<file path="src/rtl/ifd3_capture.sv">
// Three-channel input capture: per-pin synchroniser and debouncer feeding a
// single-entry change-event register with valid/ack handshake and sticky overflow.
module ifd3_capture #(
  parameter int unsigned SYNC_STAGES = 2,
  parameter int unsigned DB_CYCLES   = 4
) (
  input  logic       CK,
  input  logic       RST,
  input  logic       D0,
  input  logic       D1,
  input  logic       D2,
  output logic       Q0,
  output logic       Q1,
  output logic       Q2,
  output logic [2:0] CHG,
  output logic       EVT_VALID,
  output logic [2:0] EVT_DATA,
  input  logic       EVT_ACK,
  output logic       OVF,
  input  logic       OVF_CLR
);

  localparam int unsigned     CW      = $clog2(DB_CYCLES + 1);
  localparam logic [CW-1:0]   CNT_MAX = CW'(DB_CYCLES - 1);
  localparam logic [0:0]      IDLE    = 1'b0;
  localparam logic [0:0]      PEND    = 1'b1;

  logic [2:0]    sync_q [SYNC_STAGES];
  logic [2:0]    sync_d [SYNC_STAGES];
  logic [2:0]    lvl_q, lvl_d;
  logic [CW-1:0] cnt_q [3];
  logic [CW-1:0] cnt_d [3];
  logic [2:0]    chg_q, chg_d;
  logic [0:0]    state_q, state_d;
  logic [2:0]    evt_data_q, evt_data_d;
  logic          ovf_q, ovf_d;
  logic [2:0]    sync_s;

  always_comb begin
    sync_d[0] = {D2, D1, D0};
    for (int unsigned i = 1; i < SYNC_STAGES; i++) begin
      sync_d[i] = sync_q[i-1];
    end
  end

  assign sync_s = sync_q[SYNC_STAGES-1];

  // Counter restarts whenever the synchronised value returns to the stable level.
  always_comb begin
    lvl_d = lvl_q;
    chg_d = '0;
    for (int unsigned i = 0; i < 3; i++) begin
      cnt_d[i] = '0;
      if (sync_s[i] != lvl_q[i]) begin
        if (cnt_q[i] == CNT_MAX) begin
          lvl_d[i] = sync_s[i];
          chg_d[i] = 1'b1;
        end else begin
          cnt_d[i] = cnt_q[i] + CW'(1);
        end
      end
    end
  end

  // CHG is registered alongside Q, so lvl_q already holds the new snapshot here.
  always_comb begin
    state_d    = state_q;
    evt_data_d = evt_data_q;
    ovf_d      = ovf_q;
    if (OVF_CLR) begin
      ovf_d = 1'b0;
    end
    if (state_q == IDLE) begin
      if (chg_q != '0) begin
        state_d    = PEND;
        evt_data_d = lvl_q;
      end
    end else begin
      if (EVT_ACK) begin
        if (chg_q != '0) begin
          evt_data_d = lvl_q;
        end else begin
          state_d = IDLE;
        end
      end else if (chg_q != '0) begin
        ovf_d = 1'b1;
      end
    end
  end

  always_ff @(posedge CK or posedge RST) begin
    if (RST) begin
      for (int unsigned i = 0; i < SYNC_STAGES; i++) begin
        sync_q[i] <= '0;
      end
      for (int unsigned i = 0; i < 3; i++) begin
        cnt_q[i] <= '0;
      end
      lvl_q      <= '0;
      chg_q      <= '0;
      state_q    <= IDLE;
      evt_data_q <= '0;
      ovf_q      <= 1'b0;
    end else begin
      for (int unsigned i = 0; i < SYNC_STAGES; i++) begin
        sync_q[i] <= sync_d[i];
      end
      for (int unsigned i = 0; i < 3; i++) begin
        cnt_q[i] <= cnt_d[i];
      end
      lvl_q      <= lvl_d;
      chg_q      <= chg_d;
      state_q    <= state_d;
      evt_data_q <= evt_data_d;
      ovf_q      <= ovf_d;
    end
  end

  assign Q0        = lvl_q[0];
  assign Q1        = lvl_q[1];
  assign Q2        = lvl_q[2];
  assign CHG       = chg_q;
  assign EVT_VALID = (state_q == PEND);
  assign EVT_DATA  = evt_data_q;
  assign OVF       = ovf_q;

endmodule

</file>
<file path="config.mk">
export PLATFORM = sky130hd
export DESIGN_NAME = ifd3_capture
export DESIGN_NICKNAME = d
export VERILOG_FILES = /design/src/rtl/ifd3_capture.sv
export SDC_FILE = /design/constraint.sdc
export NUM_CORES = 1
export LEC_CHECK = 0
export CAP_MARGIN = 15
export CORE_AREA = 2 2 44 46
export CTS_CLUSTER_DIAMETER = 50
export DETAILED_ROUTE_END_ITERATION = 10
export DIE_AREA = 0 0 46 48
export DONT_BUFFER_PORTS = 1
export PLACE_DENSITY = 0.73
export SLEW_MARGIN = 0
export SYNTH_ARGS = -nofsm -noshare
export SYNTH_HDL_FRONTEND = slang
export SYNTH_SLANG_ARGS = --single-unit
</file>
<file path="constraint.sdc">
create_clock -name CK -period 1.6 [get_ports CK]
set_input_delay 0.24 -clock CK [delete_from_list [all_inputs] [get_ports CK]]
set_output_delay 0.24 -clock CK [all_outputs]
set_load 0.02 [all_outputs]
</file>
==> flow_summary_export.csv <==
group,metric,value,unit
sta,final.setup.tns,0,ns
layout,multi_input_area,287,um2
layout,finalNonFillerCells,87,
floorplan,ios,18,
power_and_ir_drop,p_per_area,1670,mW/mm2
layout,fin_area,0.00106,mm2
yosys,synth.area.top_cells,"dfrtp_1 69%, mux2_4 4.8%, nor3b_1 4.8%",
sta,finalMaxSlewViolations,0,
sta,rsz0062_at_grt,"false",
clock_network,h-tree-depth,1,
place,postPlaceCellArea,973,um2
grt,use_met1,0.166,
power_and_ir_drop,netSwitchingFraction,0.327,
layout,layout-drive-gt1-share,0.171,
power_and_ir_drop,power,1.77,mW
power_and_ir_drop,p_leak,0.507,nW
yosys,synth-seq-cells,26,
layout,fillers,132,
drt,viasPerCell,5.18,
yosys,synthArstFlopShare,1.00,
place,place_ws,0.337,ns
yosys,synth.distinct_cells,15,
grt,use_met2,0.194,
yosys,yosys.area.top_type,"dfrtp_1",
place,gp_congestion,0.669,
clock_network,max-clock-path-buffers,2,
yosys,synthCells,60,
sta,worst_pin_slew,0.329,ns
flow_run,maxCapViolCount,0,
worst_setup_path,worstSetupPathType,"register to register",
drt,drc,0,
worst_setup_path,reg2regPathDepth,3,
grt,grt_pass1_wl,1940,um
drt,via_count,451,
floorplan,chipHeight,48,um
grt,met3_usage,0.0415,
power_and_ir_drop,peakVddDrop,0.889,mV
worst_setup_path,cp.arrival,1.48,ns
power_and_ir_drop,pwr-share-seq,0.604,
yosys,synth_edf_count,0,
clock_network,postCtsSetupBuffers,0,
yosys,synth_most_common_cell,"dfrtp_1",
floorplan,die_width,46,um
yosys,syn-num-nets,70,
place,io_buffers,0,
power_and_ir_drop,power.switching,0.579,mW
min_path,hold_class,"primary input to register",
worst_setup_path,required,1.81,ns
yosys,synth_top_area_share,0.689,
drt,wl,1140,um
status,status,"complete, no violations",
worst_setup_path,cp_max_fo,4,
clock_network,clkLatencyLatePin,0.31,ns
clock_network,cts_tree,"yes",
layout,utilization,0.627,
grt,grt_overflow,0,
sta,timing.final.crit_share,0.795,
sta,min_period,1.27,ns
layout,areaGrowthSynthToFinish,12.2,%
worst_setup_path,crit_path_end_kind,"register",
grt,grt_pass1_vias,455,
place,dpl.cell_count,78,
sta,finClkSkew,0.00258,ns
drt,final_antenna_net_count,0,
clock_network,clkTransAtPathRegs,0.13,ns
power_and_ir_drop,internal_power,1.19,mW
clock_network,clock-root-buffer,"clkbuf_4",
grt,grt_antenna_before_repair,0,
drt,dr.pass1.iters,3,
floorplan,rows,15,
sta,layout_setup_ws,0.327,ns
grt,grt_max_degree,27,
power_and_ir_drop,clkPwrFrac,0.176,
drt,first_iter_violations,6,
grt,grtUsageTotal,0.129,
yosys,yosysWarningCount,0,
floorplan,start_util,0.559,
layout,n_antenna_cell,0,
clock_network,cts_made_buffers,3,
grt,top_usage_layer,"met2",
drt,wire_per_inst,13.0,um
yosys,ys.flop_type,"dfrtp_1",
worst_setup_path,cp-start-kind,"register",
min_path,min_delay_path_depth,2,
clock_network,hold_buffers,4,
yosys,ys_seq_area_frac,0.689,
sta,setup_violations,0,
floorplan,core-area,0.00169,mm2
clock_network,cts_resized,0,
yosys,syn_area,945,um2
floorplan,dieArea,0.00221,mm2
yosys,avgSynthCellArea,15.7,um2
power_and_ir_drop,combPwrFrac,0.220,
sta,fin_hold_ws,0.143,ns
sta,hold_violations,0,
sta,max_freq,786,MHz
layout,regArea,651,um2
layout,nNetsFinal,81,
clock_network,cts_num_sinks,26,
yosys,synth_common_cells,"26 x dfrtp_1, 6 x nor2b_1, 6 x nor3b_1",
sta,slew_headroom,0.779,
-- path summary, 6_finish.rpt --
check | from | end | slack (ns)
worst min-delay path | EVT_ACK | EVT_VALID$_DFF_PP0_ | 0.14
min in group asynchronous | RST | sync_d[2]$_DFF_PP0_ | 0.41
max in group asynchronous | RST | cnt_q[1]$_DFF_PP0_ | 0.96
worst max-delay path | cnt_q[6]$_DFF_PP0_ | lvl_q[0]$_DFFE_PP0P_ | 0.33
worst min register to register | sync_d[2]$_DFF_PP0_ | sync_s[2]$_DFF_PP0_ | 0.36
worst max register to register | cnt_q[6]$_DFF_PP0_ | lvl_q[0]$_DFFE_PP0P_ | 0.33
-- kinds of logic (layout without fill, tap and decap cells) --
logic type,count (synthesis),after routing,synth area share
muxes,6,6,0.0834
AOI/OAI and AO/OA,1,1,0.00663
DFF,26,26,0.689
xor gates and xnor gates,3,3,0.0278
buffers and inverters,2,12,0.00795
and+or+nand+nor,19,19,0.146
adders and majority gates,3,3,0.0397
-- cells in the final DEF, fill, tap and decap left out --
cell / count
o22ai_1: 1
dlygate4sd3_1: 5
nor3_4: 1
nor2b_1: 6
inv_1: 2
dfrtp_1: 26
clkbuf_4: 3
mux2_2: 2
nor3_1: 3
buf_4: 1
mux2_4: 3
nor2b_4: 1
ha_1: 3
nand2b_1: 1
xnor2_1: 3
nor3b_1: 6
nand2_1: 1
clkbuf_8: 1
mux2_1: 1
-- metal layers --
layer,up-vias,share of wire
li1,219,-
met1,216,0.48
met2,14,0.46
met3,2,0.048
met4,0,0.0097
met5,-,0
-- sequential cells by signal, indices dropped and copies added (netlist names) --
| signal | flops |
|---|---|
| CHG | 3 |
| EVT_DATA | 3 |
| EVT_VALID | 1 |
| OVF | 1 |
| cnt_q | 9 |
| lvl_q | 3 |
| sync_d | 3 |
| sync_s | 3 |
-- power by group through the flow --
stage / logic (mW) / registers, mW / clock network, mW
floorplan: 0.339 / 1.05 / 0
global placement: 0.373 / 1.09 / 0
detailed placement: 0.388 / 1.09 / 0
CTS: 0.393 / 1.08 / 0.334
global route: 0.445 / 1.10 / 0.357
finish: 0.390 / 1.07 / 0.312
-- critical path, stage by stage, from the launching register on --
cell and delay (ns):
dfrtp_1 0.38, ha_1 0.16, nor2b_1 0.26, mux2_2 0.37
-- final cells by class --
| cell class | count | area share |
|---|---|---|
| tap | 17 | 0.0201 |
| multi-input combinational | 32 | 0.270 |
| timing repair buffer | 6 | 0.0543 |
| clock buffer | 4 | 0.0342 |
| sequential | 26 | 0.614 |
| inverter | 2 | 0.00708 |
(Power assumes the default switching activity.)
